==> config.mk <==
export PLATFORM = sky130hd
export DESIGN_NAME = odesa_epoch_sequencer
export DESIGN_NICKNAME = d
export VERILOG_FILES = /design/src/rtl/odesa_pkg.sv /design/src/rtl/odesa_sample_player.sv /design/src/rtl/odesa_epoch_sequencer.sv
export SDC_FILE = /design/constraint.sdc
export NUM_CORES = 1
export LEC_CHECK = 0
export BUFFER_PORTS_ARGS = -buffer_cell sky130_fd_sc_hd__buf_4
export CAP_MARGIN = 25
export CORE_ASPECT_RATIO = 2
export CORE_MARGIN = 10
export CORE_UTILIZATION = 51
export DETAILED_ROUTE_END_ITERATION = 12
export PLACE_DENSITY = 0.77
export SLEW_MARGIN = 30
export SYNTH_ARGS = -nofsm -noshare
export SYNTH_HDL_FRONTEND = slang
export SYNTH_SLANG_ARGS = --single-unit
==> constraint.sdc <==
create_clock -name i_clk -period 1.75 [get_ports i_clk]
set_input_delay 0.2625 -clock i_clk [delete_from_list [all_inputs] [get_ports i_clk]]
set_output_delay 0.2625 -clock i_clk [all_outputs]
set_load 0.01 [all_outputs]
==> src/rtl/odesa_pkg.sv <==
// Shared types and width helpers for the ODESA epoch sequencer and its sample player.
package odesa_pkg;

  typedef enum logic [2:0] {
    IDLE,
    FETCH,
    PLAY,
    GAP,
    DONE
  } state_t;

  // Every field keeps at least one bit, so degenerate sizes still elaborate.
  function automatic int min1_clog2(input int n);
    return (n > 1) ? $clog2(n) : 1;
  endfunction

  function automatic int addr_w(input int sample_num);
    return min1_clog2(sample_num);
  endfunction

  function automatic int time_cnt_w(input int sample_len);
    return min1_clog2(sample_len);
  endfunction

  function automatic int epoch_w(input int total_epochs);
    return min1_clog2(total_epochs + 1);
  endfunction

  function automatic int class_w(input int classes);
    return min1_clog2(classes);
  endfunction

  // Channel times occupy the low bits and the class index sits above them.
  function automatic int class_lsb(input int channels, input int time_w);
    return channels * time_w;
  endfunction

  function automatic int sample_w(input int channels, input int time_w, input int classes);
    return class_lsb(channels, time_w) + class_w(classes);
  endfunction

endpackage

==> src/rtl/odesa_sample_player.sv <==
// Replays one latched sample: walks t across the window, fires channel spikes on time match
// and presents the one-hot class label while the sample plays.
module odesa_sample_player
  import odesa_pkg::*;
#(
  parameter int p_channels   = 4,
  parameter int p_classes    = 3,
  parameter int p_time_w     = 8,
  parameter int p_sample_len = 80
) (
  input  logic                                                   clk,
  input  logic                                                   rst,
  input  logic [sample_w(p_channels, p_time_w, p_classes)-1:0]   sample,
  input  logic                                                   load,
  input  logic                                                   run,
  input  logic                                                   hold,
  input  logic                                                   label_en,
  output logic [p_channels-1:0]                                  events,
  output logic [p_classes-1:0]                                   label,
  output logic                                                   last
);

  localparam int SW      = sample_w(p_channels, p_time_w, p_classes);
  localparam int CLS_LSB = class_lsb(p_channels, p_time_w);
  localparam int CLS_W   = class_w(p_classes);
  localparam int TCW     = time_cnt_w(p_sample_len);
  localparam logic [TCW-1:0] T_LAST = TCW'(p_sample_len - 1);

  logic [CLS_LSB-1:0] times;
  logic [TCW-1:0]     t;
  logic [TCW-1:0]     t_next;

  assign t_next = t + TCW'(1);
  assign last   = (t == T_LAST);

  // Times beyond the window never match because t stays below p_sample_len.
  function automatic logic [p_channels-1:0] spikes(input logic [CLS_LSB-1:0] tv,
                                                   input logic [TCW-1:0] tt);
    logic [p_channels-1:0] v;
    v = '0;
    for (int c = 0; c < p_channels; c++) begin
      v[c] = (32'(tv[c*p_time_w +: p_time_w]) == 32'(tt));
    end
    return v;
  endfunction

  function automatic logic [p_classes-1:0] decode(input logic [SW-1:0] s);
    logic [p_classes-1:0] v;
    logic [CLS_W-1:0]     cls;
    cls = s[CLS_LSB +: CLS_W];
    v   = '0;
    for (int k = 0; k < p_classes; k++) begin
      v[k] = (32'(cls) == 32'(k));
    end
    return v;
  endfunction

  // Spikes are computed for the t that the next cycle will show, keeping outputs registered.
  always_ff @(posedge clk) begin
    if (rst) begin
      times  <= '0;
      t      <= '0;
      events <= '0;
      label  <= '0;
    end else if (load) begin
      times  <= sample[CLS_LSB-1:0];
      t      <= '0;
      events <= spikes(sample[CLS_LSB-1:0], '0);
      label  <= label_en ? decode(sample) : '0;
    end else if (run) begin
      if (last) begin
        events <= '0;
        label  <= '0;
      end else begin
        t      <= t_next;
        events <= spikes(times, t_next);
      end
    end else if (hold) begin
      events <= '0;
    end else begin
      events <= '0;
      label  <= '0;
    end
  end

endmodule

==> src/rtl/odesa_epoch_sequencer.sv <==
// Replays a stored labelled dataset for training and evaluation epochs, then hands
// the L1 event bus over to live events.
module odesa_epoch_sequencer
  import odesa_pkg::*;
#(
  parameter int p_channels      = 4,
  parameter int p_classes       = 3,
  parameter int p_time_w        = 8,
  parameter int p_sample_num    = 75,
  parameter int p_sample_len    = 80,
  parameter int p_pattern_delay = 5000,
  parameter int p_epochs        = 350,
  parameter int p_eval_epochs   = 1
) (
  input  logic                                                 i_clk,
  input  logic                                                 i_rst,
  input  logic                                                 i_start,
  input  logic                                                 i_hold,
  output logic [addr_w(p_sample_num)-1:0]                      o_addr,
  input  logic [sample_w(p_channels, p_time_w, p_classes)-1:0] i_sample,
  input  logic [p_channels-1:0]                                i_event,
  output logic [p_channels-1:0]                                o_events,
  output logic [p_classes-1:0]                                 o_label,
  output logic                                                 o_training,
  output logic                                                 o_end_of_epochs,
  output logic [epoch_w(p_epochs + p_eval_epochs)-1:0]         o_epoch
);

  localparam int TOTAL = p_epochs + p_eval_epochs;
  localparam int AW    = addr_w(p_sample_num);
  localparam int EW    = epoch_w(TOTAL);
  localparam int GW    = min1_clog2(p_pattern_delay);
  localparam logic           NO_GAP      = (p_pattern_delay == 0);
  localparam logic [AW-1:0]  ADDR_LAST   = AW'(p_sample_num - 1);
  localparam logic [EW-1:0]  EPOCH_LAST  = EW'((TOTAL > 0) ? TOTAL - 1 : 0);
  localparam logic [EW-1:0]  EPOCH_TRAIN = EW'(p_epochs);
  localparam logic [GW-1:0]  GAP_LAST    = GW'((p_pattern_delay > 0) ? p_pattern_delay - 1 : 0);

  state_t                state;
  logic [AW-1:0]         addr;
  logic [EW-1:0]         epoch;
  logic [EW-1:0]         epoch_next;
  logic [GW-1:0]         gap;
  logic                  training;
  logic                  active;
  logic                  stall;
  logic                  load;
  logic                  run;
  logic                  play_last;
  logic                  sample_end;
  logic [p_channels-1:0] replay_events;
  logic [p_classes-1:0]  replay_label;

  assign active     = (state == FETCH) || (state == PLAY) || (state == GAP);
  assign stall      = i_hold && active;
  assign load       = (state == FETCH) && !i_hold;
  assign run        = (state == PLAY) && !i_hold;
  assign epoch_next = epoch + EW'(1);
  // A zero-length gap lets the last PLAY cycle close the sample directly.
  assign sample_end = (run && play_last && NO_GAP) ||
                      ((state == GAP) && !i_hold && (gap == GAP_LAST));

  odesa_sample_player #(
    .p_channels  (p_channels),
    .p_classes   (p_classes),
    .p_time_w    (p_time_w),
    .p_sample_len(p_sample_len)
  ) u_player (
    .clk     (i_clk),
    .rst     (i_rst),
    .sample  (i_sample),
    .load    (load),
    .run     (run),
    .hold    (stall),
    .label_en(training),
    .events  (replay_events),
    .label   (replay_label),
    .last    (play_last)
  );

  // Sample and epoch bookkeeping happens at the end of each gap; training is decided per epoch.
  always_ff @(posedge i_clk) begin
    if (i_rst) begin
      state    <= IDLE;
      addr     <= '0;
      gap      <= '0;
      epoch    <= '0;
      training <= 1'b0;
    end else begin
      case (state)
        IDLE: begin
          if (i_start) begin
            if (TOTAL == 0) begin
              state <= DONE;
            end else begin
              state    <= FETCH;
              training <= (EPOCH_TRAIN != '0);
            end
          end
        end
        FETCH: begin
          if (!i_hold) state <= PLAY;
        end
        PLAY: begin
          if (run && play_last && !NO_GAP) begin
            state <= GAP;
            gap   <= '0;
          end
        end
        GAP: begin
          if (!i_hold && (gap != GAP_LAST)) gap <= gap + GW'(1);
        end
        default: ;
      endcase

      if (sample_end) begin
        if (addr == ADDR_LAST) begin
          addr  <= '0;
          epoch <= epoch_next;
          if (epoch == EPOCH_LAST) begin
            state    <= DONE;
            training <= 1'b0;
          end else begin
            state    <= FETCH;
            training <= (epoch_next < EPOCH_TRAIN);
          end
        end else begin
          addr  <= addr + AW'(1);
          state <= FETCH;
        end
      end
    end
  end

  assign o_addr          = addr;
  assign o_epoch         = epoch;
  assign o_training      = training;
  assign o_label         = replay_label;
  assign o_end_of_epochs = (state == DONE);
  // Live events bypass the registers once the dataset has been consumed.
  assign o_events        = (state == DONE) ? i_event : replay_events;

endmodule

== After elaboration in Yosys (flattened, before gate mapping) ==
Cells that the tools add are included.
Widths: inputs -> output; s select.

* Register bits after elaboration: 79
* Input bits: 42
* Output and inout port bits: 25
* Word-level logic and storage cells: 86

* Add/subtract/negate cells: 4
* Multiplexer cells: 25
* Reduce and logical (&&, ||, !) cells: 24
* Eq/ne operators: 22
* Magnitude comparators: 1
* Bitwise gates (word level): 1

{| class="wikitable"
|+ Operators with widths
! kind !! number
|-
| $mux 3 || 11
|-
| $eq 8x7->1 || 4
|-
| $logic_not 8->1 || 4
|-
| $mux 13 || 2
|-
| $pmux 13 s2 || 1
|-
| $mux 4 || 4
|-
| $add 7x1->7 const B || 2
|-
| $eq 7x7->1 const B || 2
|-
| $add 13x1->13 const B || 1
|-
| $eq 13x13->1 const B || 1
|-
| $ne 13x13->1 const B || 1
|-
| $add 9x1->9 const B || 1
|-
| $eq 9x9->1 const B || 1
|-
| $lt 9x9->1 const B || 1
|-
| $pmux 3 s3 || 1
|-
| $logic_and 1x1->1 || 7
|-
| $mux 7 || 1
|-
| $eq 3x2->1 const B || 2
|-
| $ne 3x2->1 const B || 2
|-
| $ne 3x3->1 const B || 2
|-
| $reduce_and 2->1 || 3
|-
| $mux 1 || 5
|-
| $ne 2x1->1 const B || 2
|-
| $reduce_and 4->1 || 1
|-
| other kinds (14) || 15
|}

== Longest topological paths before layout ==
Gate-level depths: netlist of the first run.

* Depth in word-level cells: 7
* Mapped depth: 8
* Depth with buffers taken out: 7

== Cells and area by module ==
Synthesis of the first run repeated with hierarchy kept, for this count alone.

* Cells, all modules: 513
* Area, all modules: 4,444.3 sq um

{| class="wikitable"
|+ By module, submodules not included
! module !! area an instance (sq um) !! times used !! cells an instance !! sequential area each (sq um)
|-
| odesa_sample_player || 2,526.2 || 1 || 272 || 920.9
|-
| odesa_epoch_sequencer || 1,918.1 || 1 || 241 || 660.6
|}

== Worst setup path after synthesis of the first run ==
Ideal clock, no wire load.

* Path type: register -> register
* Start: register u_player.t[1]
* End: register u_player.events[3]
* Cell stages (with the launch flop): 8
* Library setup time: 0.067 ns
* Required time: 1.683 ns
* Path buffers: 0
* Setup slack: -0.176 ns
* Period minus slack after synthesis: 1.926 ns
* Arrival time: 1.859 ns
* Path through: dfxtp_1 > ha_1 > and3_4 > and3_4 > xnor2_1 > nor2_1 > a2111o_1 > a21oi_2

* Cells in the longest elaborated chain, start to end: 5
* Elaborated cells on any way between the ends: 6
* Classes of those cells: 1 x add/sub; 2 x eq/ne; 3 x mux

{| class="wikitable"
|+ Ends and longest elaborated chain
! item !! RTL line !! RTL
|-
| start, declared || odesa_sample_player.sv:30 || <nowiki>logic [TCW-1:0] t;</nowiki>
|-
| start signal, assigned || odesa_sample_player.sv:75 || <nowiki>t <= t_next;</nowiki>
|-
| $add 7x1->7 || odesa_sample_player.sv:33 || <nowiki>assign t_next = t + TCW'(1);</nowiki>
|-
| $eq 8x7->1 || odesa_sample_player.sv:42 || <nowiki>v[c] = (32'(tv[c*p_time_w +: p_time_w]) == 32'(tt));</nowiki>
|-
| $mux 4 * || odesa_sample_player.sv:71 || <nowiki>if (last) begin</nowiki>
|-
| $mux 4 * || odesa_sample_player.sv:70 || <nowiki>end else if (run) begin</nowiki>
|-
| $mux 4 * || odesa_sample_player.sv:65 || <nowiki>end else if (load) begin</nowiki>
|-
| end signal, assigned || odesa_sample_player.sv:68 || <nowiki>events <= spikes(sample[CLS_LSB-1:0], '0);</nowiki>
|-
| end signal, assigned || odesa_sample_player.sv:76 || <nowiki>events <= spikes(times, t_next);</nowiki>
|-
| end, declared || odesa_sample_player.sv:18 || <nowiki>output logic [p_channels-1:0] events,</nowiki>
|}

Mark *: on every way between the ends. The rest lies on a longest branch, timed or not.
A chain may end at the register's enable or synchronous reset.

== Final worst setup path of the first run ==
* Start: register state[0]
* End: output o_events[2]

* Cells in the longest elaborated chain, start to end: 2

{| class="wikitable"
|+ Ends and longest elaborated chain
! item !! RTL line !! RTL
|-
| start, declared || odesa_epoch_sequencer.sv:39 || <nowiki>state_t state;</nowiki>
|-
| start signal, assigned || odesa_epoch_sequencer.sv:84 || <nowiki>state <= IDLE;</nowiki>
|-
| start signal, assigned || odesa_epoch_sequencer.sv:94 || <nowiki>state <= DONE;</nowiki>
|-
| start signal, assigned || odesa_epoch_sequencer.sv:96 || <nowiki>state <= FETCH;</nowiki>
|-
| $eq 3x3->1 || odesa_epoch_sequencer.sv:141 || <nowiki>assign o_events = (state == DONE) ? i_event : replay_events;</nowiki>
|-
| $mux 4 || odesa_epoch_sequencer.sv:141 ||
|-
| end, declared || odesa_epoch_sequencer.sv:22 || <nowiki>output logic [p_channels-1:0] o_events,</nowiki>
|}

No other way between the ends.

==> impl_summary.log, run 1 <==
[metrics] share of cells above drive strength 1: 31.39%
[metrics] final routed wirelength across all metal layers: 11,500 µm
[metrics] worst vdd ir: about 0.63 mV
[metrics] Clock Tree Buf Depth: 2
[metrics] average instance area after synthesis: 8.333 µm²
[metrics] start point of the worst min-delay path: i_sample[9]
[metrics] capturing element type of the critical path: output port
[metrics] most common cell after layout, fill and taps aside: sky130_fd_sc_hd__buf_4
[metrics] antenna violations before repair: 0
[metrics] CTS H-Tree Depth: 3
[metrics] critical path data arrival time: between 1.5 and 2 ns
[metrics] post-detailed-placement half-perimeter wirelength: about 8400 µm
[metrics] Reg2Reg Launch Point: u_player.t[1]
[metrics] netlist area before placement: ~4000 µm²
[metrics] aggregate negative setup slack: -0.2467 ns
[metrics] async set-reset flop share out of synthesis: 0%
[metrics] antenna diode count: 0
[metrics] Nets: 642
[metrics] LEAKAGE: 2.143 nW
[metrics] antenna viol nets, final: 0
[metrics] area of the placeable core: approximately 7700 µm²
[metrics] R2R depth: 7
[metrics] Std-Cell Rows: between 40 and 50
[metrics] result of the run: finished, violations left
[metrics] endpoint required time on the critical path: roughly 1.5 ns
[metrics] headroom to the max-slew limit: between 70% and 80%
[metrics] element type at the critical path start: flip-flop
[metrics] router iterations before antenna repair: 5
[metrics] routed vias: between 3,000 and 4,000
[metrics] gpl congestion: 0.9424
[metrics] sequential cell area in the final layout: between 1500 and 2000 µm²
[metrics] I/O pin cnt: 67
[metrics] kind of critical path: flip-flop to output port
[metrics] number of storage elements in the synthesis netlist: between 70 and 80
[metrics] cell depth of the worst hold path: 3
[metrics] global-route total usage across every layer: about a fifth
[metrics] Primary FF master, synth: sky130_fd_sc_hd__dfxtp_1
[metrics] global route total overflow: 0
[metrics] I/O Buffers: 66
[metrics] violations in the final reports: setup timing
[metrics] power per standard cell area: 774.8 nW/µm²
[metrics] violation count after the first detailed-routing iteration: roughly 260
[metrics] DIE HEIGHT: 145.5 µm
[metrics] Clk Latency, worst-skew pair: about 0.34 ns
[metrics] clock tree from TritonCTS: yes
[metrics] most used cells in the layout excluding fill and tap cells: sky130_fd_sc_hd__buf_4, sky130_fd_sc_hd__nand2_1, sky130_fd_sc_hd__dfxtp_1, sky130_fd_sc_hd__nor2_1, sky130_fd_sc_hd__a21oi_1
[metrics] maximum clock skew at final layout: 0.008510 ns
[metrics] number of clock sinks seen by CTS: roughly 80
[metrics] Post-DP Area: 4955 µm²
[metrics] maximum fanout encountered on the critical timing path: 5
[metrics] number of global-route vias before repair: 3,967
[metrics] first-pass GRT wire length: between 15,000 and 20,000 µm
[metrics] Slew Viols, Final: 0
[metrics] part of the cycle the worst path needs: 104.3%
[metrics] final worst-path setup slack: -0.07443 ns
[metrics] Die Outline Area: approximately 12,000 µm²
[metrics] total area of multi-input combinational cells: about 2400 µm²
[metrics] number of synthesized flops with an enable pin: 0
[metrics] Fillers: ~590
[metrics] Via density: 5.470
[metrics] portion of the post-synthesis area used by sequential elements: between 30% and 40%
[metrics] buffer type at the clock tree root: sky130_fd_sc_hd__clkbuf_16
[metrics] initial core utilization: 52.45%
[metrics] peak clock frequency supported by timing: around 0.55 GHz
[metrics] DRC violation count after routing: 0
[metrics] largest net degree at the start of global routing: 35
[metrics] count of synthesis-stage warnings from yosys: 0
[metrics] min cycle time layout: about 1.8 ns
[metrics] distinct cell type count after synthesis: between 50 and 60
[metrics] slew of the pin with the lowest slew margin: approximately 0.39 ns
[metrics] Die W: just over 80 µm
[metrics] net count after synthesis: between 500 and 600
[metrics] launching instance or port of the critical path: state[0]
[metrics] WL per Instance: 16.60 µm
[metrics] Finished Cell Area: roughly 5500 µm²
[metrics] post-synthesis to final-layout area growth: 36.82%
[metrics] Clk pin slew, worst setup/hold paths: around 0.06 ns
[metrics] number of standard cells after synthesis: 482
[metrics] number of buffers created by CTS: 9
[metrics] final setup vio count: 4
[metrics] setup repair after global routing missed its margin: true
[metrics] max-capacitance violation count: 0
[metrics] Min-Delay Path Class: primary input to flip-flop
[metrics] final hold violation count: 0
==> registers in the layout, summed over array words and instances, names as in the netlist <==
signal,cells
u_player.times,32
gap,13
o_epoch,9
o_addr,7
u_player.t,7
u_player.events,4
state,3
u_player.label,3
o_training,1
==> per-layer routing <==
metal	part of all wire (%)	global-route usage, %
met1	35	18.33
met2	59	36.34
met4	2.1	7.576
met5	0	0
met3	3.5	4.821
==> final timing paths <==
kind,endpoint,slack (ns)
worst min register to register,u_player.times[23],0.46
worst max-delay path,o_events[2],-0.07
worst min-delay path,u_player.times[9],0.18
worst max register to register,u_player.events[3],0.01
==> cell families (layout without fill, tap and decap cells) <==
| group | Yosys count | in the layout | synth area share (%) |
|---|---|---|---|
| xor+xnor | 65 | 65 | 14.17 |
| buf+inv | 30 | 147 | 3.738 |
| mux | 6 | 6 | 1.620 |
| flops | 79 | 79 | 39.38 |
| simple gates | 230 | 230 | 29.07 |
| fa+ha+maj | 6 | 6 | 1.869 |
| compound gates | 66 | 66 | 10.16 |
==> through the flow <==
step           power (mW)  setup slack, ns  util, %  instances  hold slack (ns)
2_1_floorplan       2.083         0.006657        -        482           0.3985
3_3_place_gp        2.236          0.01533    64.71        670           0.4445
3_5_place_dp        2.244         -0.03939    64.71        670           0.4549
4_1_cts             4.266         -0.07230    70.21        692           0.1707
5_1_grt             4.382         -0.08076    71.76        693           0.1761
6_report            4.258         -0.07443    71.76        693           0.1802
==> synthesized netlist by cell type, drive strengths merged (9+ instances only) <==
cell type,count,area [µm²]
nand3,18,90.09
a21oi,39,198.9
xnor2,29,254.0
xor2,36,315.3
nor4,14,93.84
nor2,61,236.5
nand4,15,108.9
and3,9,66.31
nand2,84,315.3
clkbuf,15,56.30
dfxtp,79,1582
==> cell type report <==
| class | instances | area share [%] |
|---|---|---|
| clock buffer | 13 | 4.736 |
| clock inverter | 3 | 1.184 |
| inverter | 7 | 0.4781 |
| multi-input combinational | 373 | 44.33 |
| sequential | 79 | 29.12 |
| tap | 94 | 2.140 |
| timing repair buffer | 124 | 18.01 |
==> worst max-delay path, cell delays in order (launching register included) <==
cell,delay [ns]
sky130_fd_sc_hd__dfxtp_4,0.37
sky130_fd_sc_hd__nor3_4,0.22
sky130_fd_sc_hd__buf_6,0.17
sky130_fd_sc_hd__mux2_4,0.33
sky130_fd_sc_hd__buf_6,0.13
==> power by group <==
part | leakage, nW | internal [mW] | switching, mW
Sequential | 0.645 | 1.84 | 0.0371
Combinational | 1.34 | 0.168 | 0.181
Clock | 0.160 | 1.32 | 0.708
Total | 2.14 | 3.33 | 0.927
==> timing repair <==
item,in CTS,in global routing
hold buffers,0,0
endpoints found under the setup margin,23,31
buffers inserted,6,1
endpoints found under the hold margin,0,0
gates resized for setup,19,28
pin swaps,3,23
(Power assumes the default switching activity.)
==> run 2, diff against run 1 <==
- CTS_CLUSTER_DIAMETER: default -> 100
- SETUP_SLACK_MARGIN: default -> 0.1
==> run 2 against run 1 <==
  * Power up 1.4%
  * Global-route usage rose by 0.82 points
  * Clock power about the same
  * Largest cell class unchanged
  * Non-clock buffer count rose by 17
  * Core utilization up 5.0 points
  * Largest power group unchanged
  * Highest routed layer unchanged
  * Clock skew about the same
  * The flow still finishes with violations (setup timing)
  * Die area did not move
  * Hold slack got worse by 0.0059 ns
==> impl_summary.log, run 2 (synthesized netlist as in run 1, its figures left out) <==
[metrics] result of the run: finished, violations left
[metrics] violations in the final reports: setup timing
[metrics] min cycle time layout: 1.918 ns (+0.09319 ns)
[metrics] final worst-path setup slack: -0.1676 ns (-0.09319 ns)
[metrics] antenna diode count: 0 (unchanged)
[metrics] Clk pin slew, worst setup/hold paths: 0.07 ns (about the same)
[metrics] Switching Fraction: 24.01% (+2.2 points)
[metrics] share of cells above drive strength 1: 37.99% (+6.6 points)
[metrics] Std-Cell Rows: 45 (unchanged)
[metrics] DIE HEIGHT: 145.5 µm (unchanged)
[metrics] Logic pwr share: 9.7% (+1.5 points)
[metrics] kind of critical path: flip-flop to flip-flop
[metrics] power per standard cell area: 734.0 nW/µm² (-5.3%)
[metrics] peak clock frequency supported by timing: 0.5215 GHz (-4.9%)
[metrics] worst vdd ir: 0.9674 mV (+54%)
[metrics] LEAKAGE: 2.287 nW (+6.7%)
[metrics] number of clock sinks seen by CTS: 79 (unchanged)
[metrics] post-synthesis to final-layout area growth: 46.45%
[metrics] capturing element type of the critical path: flip-flop
[metrics] Die W: 82.75 µm (unchanged)
[metrics] headroom to the max-slew limit: 68.03% (-5.9 points)
[metrics] maximum fanout encountered on the critical timing path: 3 (-2)
[metrics] number of flip-flops in the largest register: 32 (unchanged)
[metrics] Post-DP Area: 4950 µm² (-0.10%)
[metrics] non-filler cells, final: 710 (+2.5%)
[metrics] Via density: 5.776 (+5.6%)
[metrics] gpl congestion: 0.8667 (-8.0%)
[metrics] I/O Buffers: 66 (unchanged)
[metrics] fin util: 76.81% (+5.0 points)
[metrics] most common cell after layout, fill and taps aside: sky130_fd_sc_hd__buf_4
[metrics] Slew Viols, Final: 0 (unchanged)
[metrics] antenna violations before repair: 0 (unchanged)
[metrics] Die Outline Area: 12,040 µm² (unchanged)
[metrics] first-pass GRT wire length: 19,320 µm (+4.9%)
[metrics] router iterations before antenna repair: 4 (-1)
[metrics] Fillers: 489 (-18%)
[metrics] CTS H-Tree Depth: 3 (unchanged)
[metrics] Finished Cell Area: 5882 µm² (+7.0%)
[metrics] endpoint required time on the critical path: 2.01 ns (+0.52 ns)
[metrics] WL per Instance: 18.43 µm (+11%)
[metrics] Top reg by flops: u_player.times
[metrics] element type at the critical path start: flip-flop
[metrics] number of global-route vias before repair: 4,103 (+3.4%)
[metrics] I/O pin cnt: 67 (unchanged)
[metrics] routed vias: 4,101 (+8.2%)
[metrics] antenna viol nets, final: 0 (unchanged)
[metrics] clock tree from TritonCTS: yes
[metrics] final setup vio count: 16 (+12)
[metrics] aggregate negative setup slack: -1.033 ns (-0.7863 ns)
[metrics] most used cells in the layout excluding fill and tap cells: sky130_fd_sc_hd__buf_4, sky130_fd_sc_hd__nand2_1, sky130_fd_sc_hd__dfxtp_1, sky130_fd_sc_hd__nor2_1, sky130_fd_sc_hd__a21oi_1
[metrics] global route total overflow: 0 (unchanged)
[metrics] buffer type at the clock tree root: sky130_fd_sc_hd__clkbuf_16
[metrics] initial core utilization: 52.45% (unchanged)
[metrics] Clk Latency, worst-skew pair: 0.34 ns (about the same)
[metrics] part of the cycle the worst path needs: 109.6% (+5.3 points)
[metrics] slew of the pin with the lowest slew margin: 0.4751 ns (+0.08542 ns)
[metrics] critical path data arrival time: 2.17 ns (+0.61 ns)
[metrics] final routed wirelength across all metal layers: 13,090 µm (+14%)
[metrics] power dissipated by switching net loads: 1.036 mW (+12%)
[metrics] Clock power frac: 47.2% (-0.6 points)
[metrics] max-capacitance violation count: 0 (unchanged)
[metrics] final hold violation count: 0 (unchanged)
[metrics] post-detailed-placement half-perimeter wirelength: 8136 µm (-2.7%)
[metrics] Total Power: 4.317 mW (+1.4%)
[metrics] largest net degree at the start of global routing: 35 (unchanged)
[metrics] Min-Delay Path Class: primary input to flip-flop
[metrics] Clock Tree Buf Depth: 2 (unchanged)
[metrics] DRC violation count after routing: 0 (unchanged)
[metrics] Nets: 659 (+2.6%)
[metrics] area of the placeable core: 7657 µm² (unchanged)
[metrics] number of buffers created by CTS: 9 (unchanged)
[metrics] global-route total usage across every layer: 20.11% (+0.82 points)
[metrics] placed insts: 668 (-0.30%)
[metrics] Cell Int Power: 3.281 mW (-1.5%)
[metrics] violation count after the first detailed-routing iteration: 312 (+20%)
[metrics] setup repair after global routing missed its margin: true
[metrics] maximum clock skew at final layout: 0.008685 ns (+0.0001754 ns)
[metrics] sequential fraction of design power: 43.2% (-0.9 points)
## run 2: area by class of cell
cell class                 count  area [µm²]  area share (%)
inverter                       7       26.28          0.4467
sequential                    79        1613           27.42
timing repair buffer         141        1172           19.93
clock inverter                 7       95.09           1.617
tap                           94       117.6           2.000
clock buffer                   9       225.2           3.829
multi-input combinational    373        2633           44.76
## run 2: final timing paths
check,from,to,slack (ns),cells after the start
setup / recovery,u_player.t[0],u_player.events[0],-0.17,8
hold / removal,i_sample[32],u_player.label[1],0.17,3
setup reg to reg,u_player.t[0],u_player.events[0],-0.17,8
hold reg to reg,u_player.times[9],u_player.times[9],0.47,2
## run 2: metrics by stage
| stage | worst slack (ns) | hold WS [ns] |
|---|---|---|
| 2_1_floorplan | 0.04176 | 0.3985 |
| 4_1_cts | -0.1171 | 0.1683 |
| 6_report | -0.1676 | 0.1743 |
| 5_1_grt | -0.2322 | 0.1760 |
| 3_3_place_gp | -0.007583 | 0.4437 |
| 3_5_place_dp | -0.1287 | 0.4532 |
## run 2: worst max-delay path: stages, from the launching register on
cell                      delay [ns]
sky130_fd_sc_hd__dfxtp_2        0.34
sky130_fd_sc_hd__ha_4           0.16
sky130_fd_sc_hd__buf_6          0.12
sky130_fd_sc_hd__and3_4         0.19
sky130_fd_sc_hd__xnor2_1        0.19
sky130_fd_sc_hd__buf_4          0.18
sky130_fd_sc_hd__xor2_1         0.23
sky130_fd_sc_hd__nand4_1        0.19
sky130_fd_sc_hd__o31ai_1        0.23
## run 2: layer usage
metal | GRT usage [%] | up-vias | wire length, µm
li1 | - | 1924 | -
met1 | 19.53 | 1969 | 4375
met2 | 36.38 | 149 | 7331
met3 | 4.203 | 59 | 636
met4 | 11.28 | 0 | 742
met5 | 0 | - | 0
## run 2: repair_timing
action                                  4_1_cts  5_1_grt
endpoints found under the setup margin       44       49
pin swaps                                    19       36
cloned                                        0        1
hold buffers                                  0        0
setup buffers                                10       16
gates resized for setup                      50       42
## run 2: power groups by stage
| stage | clock [mW] | sequential [mW] | combinational (mW) |
|---|---|---|---|
| 2_1_floorplan | 0 | 1.90 | 0.184 |
| 3_3_place_gp | 0 | 1.91 | 0.324 |
| 6_report | 2.04 | 1.86 | 0.417 |
| 3_5_place_dp | 0 | 1.91 | 0.332 |
| 5_1_grt | 2.11 | 1.87 | 0.449 |
| 4_1_cts | 2.05 | 1.87 | 0.371 |
==> run 3, diff against run 2 <==
- SKIP_LAST_GASP: default -> 1
==> run 3 against run 2 <==
  * The run still ends with setup timing left
  * First-iteration DRC count decreased by 5.4%
  * Final cell count is 1.1% lower
  * Core utilization down 1.4 points
  * Power decreased by 0.78%
  * Critical endpoint is now o_events[3]
  * Largest power group unchanged
  * Highest routed layer unchanged
==> impl_summary.log, run 3 (synthesized netlist as in run 1, its figures left out) <==
[metrics] result of the run: finished, violations left
[metrics] violations in the final reports: setup timing
[metrics] Final Hold Slack: 0.1730 ns (-0.001333 ns)
[metrics] min cycle time layout: 1.874 ns (-0.04330 ns)
[metrics] router iterations before antenna repair: 7 (+3)
[metrics] max-capacitance violation count: 0 (unchanged)
[metrics] critical path data arrival time: 1.61 ns (-0.56 ns)
[metrics] peak clock frequency supported by timing: 0.5335 GHz (+2.3%)
[metrics] antenna violations before repair: 0 (unchanged)
[metrics] Top reg by flops: u_player.times
[metrics] Die W: 82.75 µm (unchanged)
[metrics] antenna diode count: 0 (unchanged)
[metrics] post-synthesis to final-layout area growth: 43.83%
[metrics] global route total overflow: 0 (unchanged)
[metrics] maximum clock skew at final layout: 0.007207 ns (-0.001478 ns)
[metrics] Die Outline Area: 12,040 µm² (unchanged)
[metrics] Clock Tree Buf Depth: 2 (unchanged)
[metrics] Via density: 5.741 (-0.61%)
[metrics] final hold violation count: 0 (unchanged)
[metrics] first-pass GRT wire length: 19,050 µm (-1.4%)
[metrics] final setup vio count: 14 (-2)
[metrics] element type at the critical path start: flip-flop
[metrics] slew of the pin with the lowest slew margin: 0.4659 ns (-0.009245 ns)
[metrics] largest net degree at the start of global routing: 35 (unchanged)
[metrics] worst vdd ir: 0.9928 mV (+2.6%)
[metrics] number of flip-flops in the largest register: 32 (unchanged)
[metrics] antenna viol nets, final: 0 (unchanged)
[metrics] I/O pin cnt: 67 (unchanged)
[metrics] I/O Buffers: 66 (unchanged)
[metrics] number of clock sinks seen by CTS: 79 (unchanged)
[metrics] headroom to the max-slew limit: 68.65% (+0.62 points)
[metrics] kind of critical path: flip-flop to output port
[metrics] Nets: 651 (-1.2%)
[metrics] Std-Cell Rows: 45 (unchanged)
[metrics] Clk Latency, worst-skew pair: 0.34 ns (about the same)
[metrics] LEAKAGE: 2.219 nW (-3.0%)
[metrics] Clk pin slew, worst setup/hold paths: 0.06 ns (about the same)
[metrics] Post-CTS Hold Fix Bufs: 0 (unchanged)
[metrics] number of buffers created by CTS: 9 (unchanged)
[metrics] violation count after the first detailed-routing iteration: 295 (-5.4%)
[metrics] non-filler cells, final: 702 (-1.1%)
[metrics] fin util: 75.44% (-1.4 points)
[metrics] number of global-route vias before repair: 4,059 (-1.1%)
[metrics] most common cell after layout, fill and taps aside: sky130_fd_sc_hd__buf_4
[metrics] most used cells in the layout excluding fill and tap cells: sky130_fd_sc_hd__buf_4, sky130_fd_sc_hd__nand2_1, sky130_fd_sc_hd__dfxtp_1, sky130_fd_sc_hd__nor2_1, sky130_fd_sc_hd__a21oi_1
[metrics] power per standard cell area: 741.5 nW/µm² (+1.0%)
[metrics] routed vias: 4,030 (-1.7%)
[metrics] clock tree from TritonCTS: yes
[metrics] capturing element type of the critical path: output port
[metrics] Slew Viols, Final: 0 (unchanged)
[metrics] buffer type at the clock tree root: sky130_fd_sc_hd__clkbuf_16
[metrics] share of cells above drive strength 1: 36.51% (-1.5 points)
[metrics] placed insts: 668 (unchanged)
[metrics] maximum fanout encountered on the critical timing path: 5 (+2)
[metrics] area of the placeable core: 7657 µm² (unchanged)
[metrics] part of the cycle the worst path needs: 107.1% (-2.5 points)
[metrics] global-route total usage across every layer: 19.82% (-0.29 points)
[metrics] CTS H-Tree Depth: 3 (unchanged)
[metrics] Fillers: 528 (+8.0%)
[metrics] DIE HEIGHT: 145.5 µm (unchanged)
[metrics] WL per Instance: 17.98 µm (-2.4%)
[metrics] gpl congestion: 0.8667 (unchanged)
[metrics] initial core utilization: 52.45% (unchanged)
[metrics] DRC violation count after routing: 0 (unchanged)
[metrics] final worst-path setup slack: -0.1243 ns (+0.04330 ns)
[metrics] post-detailed-placement half-perimeter wirelength: 8136 µm (unchanged)
[metrics] Min-Delay Path Class: primary input to flip-flop
[metrics] setup repair after global routing missed its margin: true
[metrics] final routed wirelength across all metal layers: 12,620 µm (-3.5%)
[metrics] endpoint required time on the critical path: 1.49 ns (-0.52 ns)
-- run 3: changes by cell type in the layout (fill, tap and decap cells not counted), sizes merged --
cell    previous run  this run
buf              140       133
clkbuf            10         9
-- run 3: cell type report --
class	instances	area, µm²	share of cell area (%)
clock inverters	7	95.09	1.646
clock buffers	9	225.2	3.899
inverters	7	26.28	0.4548
repair buffers	133	1087	18.82
well taps	94	117.6	2.036
multi-input cells	373	2613	45.22
flip-flops and latches	79	1613	27.92
-- run 3: path summary, 6_finish.rpt --
kind                     startpoint            endpoint  slack (ns)  cells after the start
setup reg to reg      u_player.t[0]  u_player.events[1]       -0.12                      9
hold / removal         i_sample[32]   u_player.label[1]        0.17                      3
setup / recovery           state[1]         o_events[3]       -0.12                      5
hold reg to reg   u_player.times[9]   u_player.times[9]        0.47                      2
-- run 3: critical path: stages (launching register included) --
cell                      delay [ns]
sky130_fd_sc_hd__dfxtp_4        0.35
sky130_fd_sc_hd__buf_6          0.12
sky130_fd_sc_hd__nor3_4         0.20
sky130_fd_sc_hd__buf_6          0.17
sky130_fd_sc_hd__mux2_4         0.31
sky130_fd_sc_hd__buf_6          0.12
-- run 3: report_power, final --
group / switching, mW / leakage, nW / internal, mW
sequential: 0.0325 / 0.646 / 1.83
combinational: 0.211 / 1.42 / 0.185
clock: 0.773 / 0.156 / 1.25
-- run 3: through the flow --
| stage | power, mW | setup WS, ns | area, µm² | TNS, ns |
|---|---|---|---|---|
| after floorplan | 2.083 | 0.04176 | 4071 | 0 |
| after global routing | 4.396 | -0.2022 | 5777 | -2.080 |
| after CTS | 4.283 | -0.1171 | 5544 | -0.6512 |
| final | 4.284 | -0.1243 | 5777 | -0.9593 |
| after global placement | 2.231 | -0.007583 | 4950 | -0.01091 |
| after detailed placement | 2.240 | -0.1287 | 4950 | -0.2327 |
-- run 3: metal layers --
metal	vias up	global-route usage [%]	part of all wire (%)
li1	1902	-	-
met1	1940	19.61	33
met2	152	35.53	58
met3	36	4.326	5.5
met4	0	10.77	3.5
met5	-	0	0
-- run 3: what timing repair did --
item / 4_1_cts / 5_1_grt
resized for setup: 45 / 40
setup endpoints to repair: 44 / 49
pin swaps: 17 / 28
buffers inserted: 10 / 8
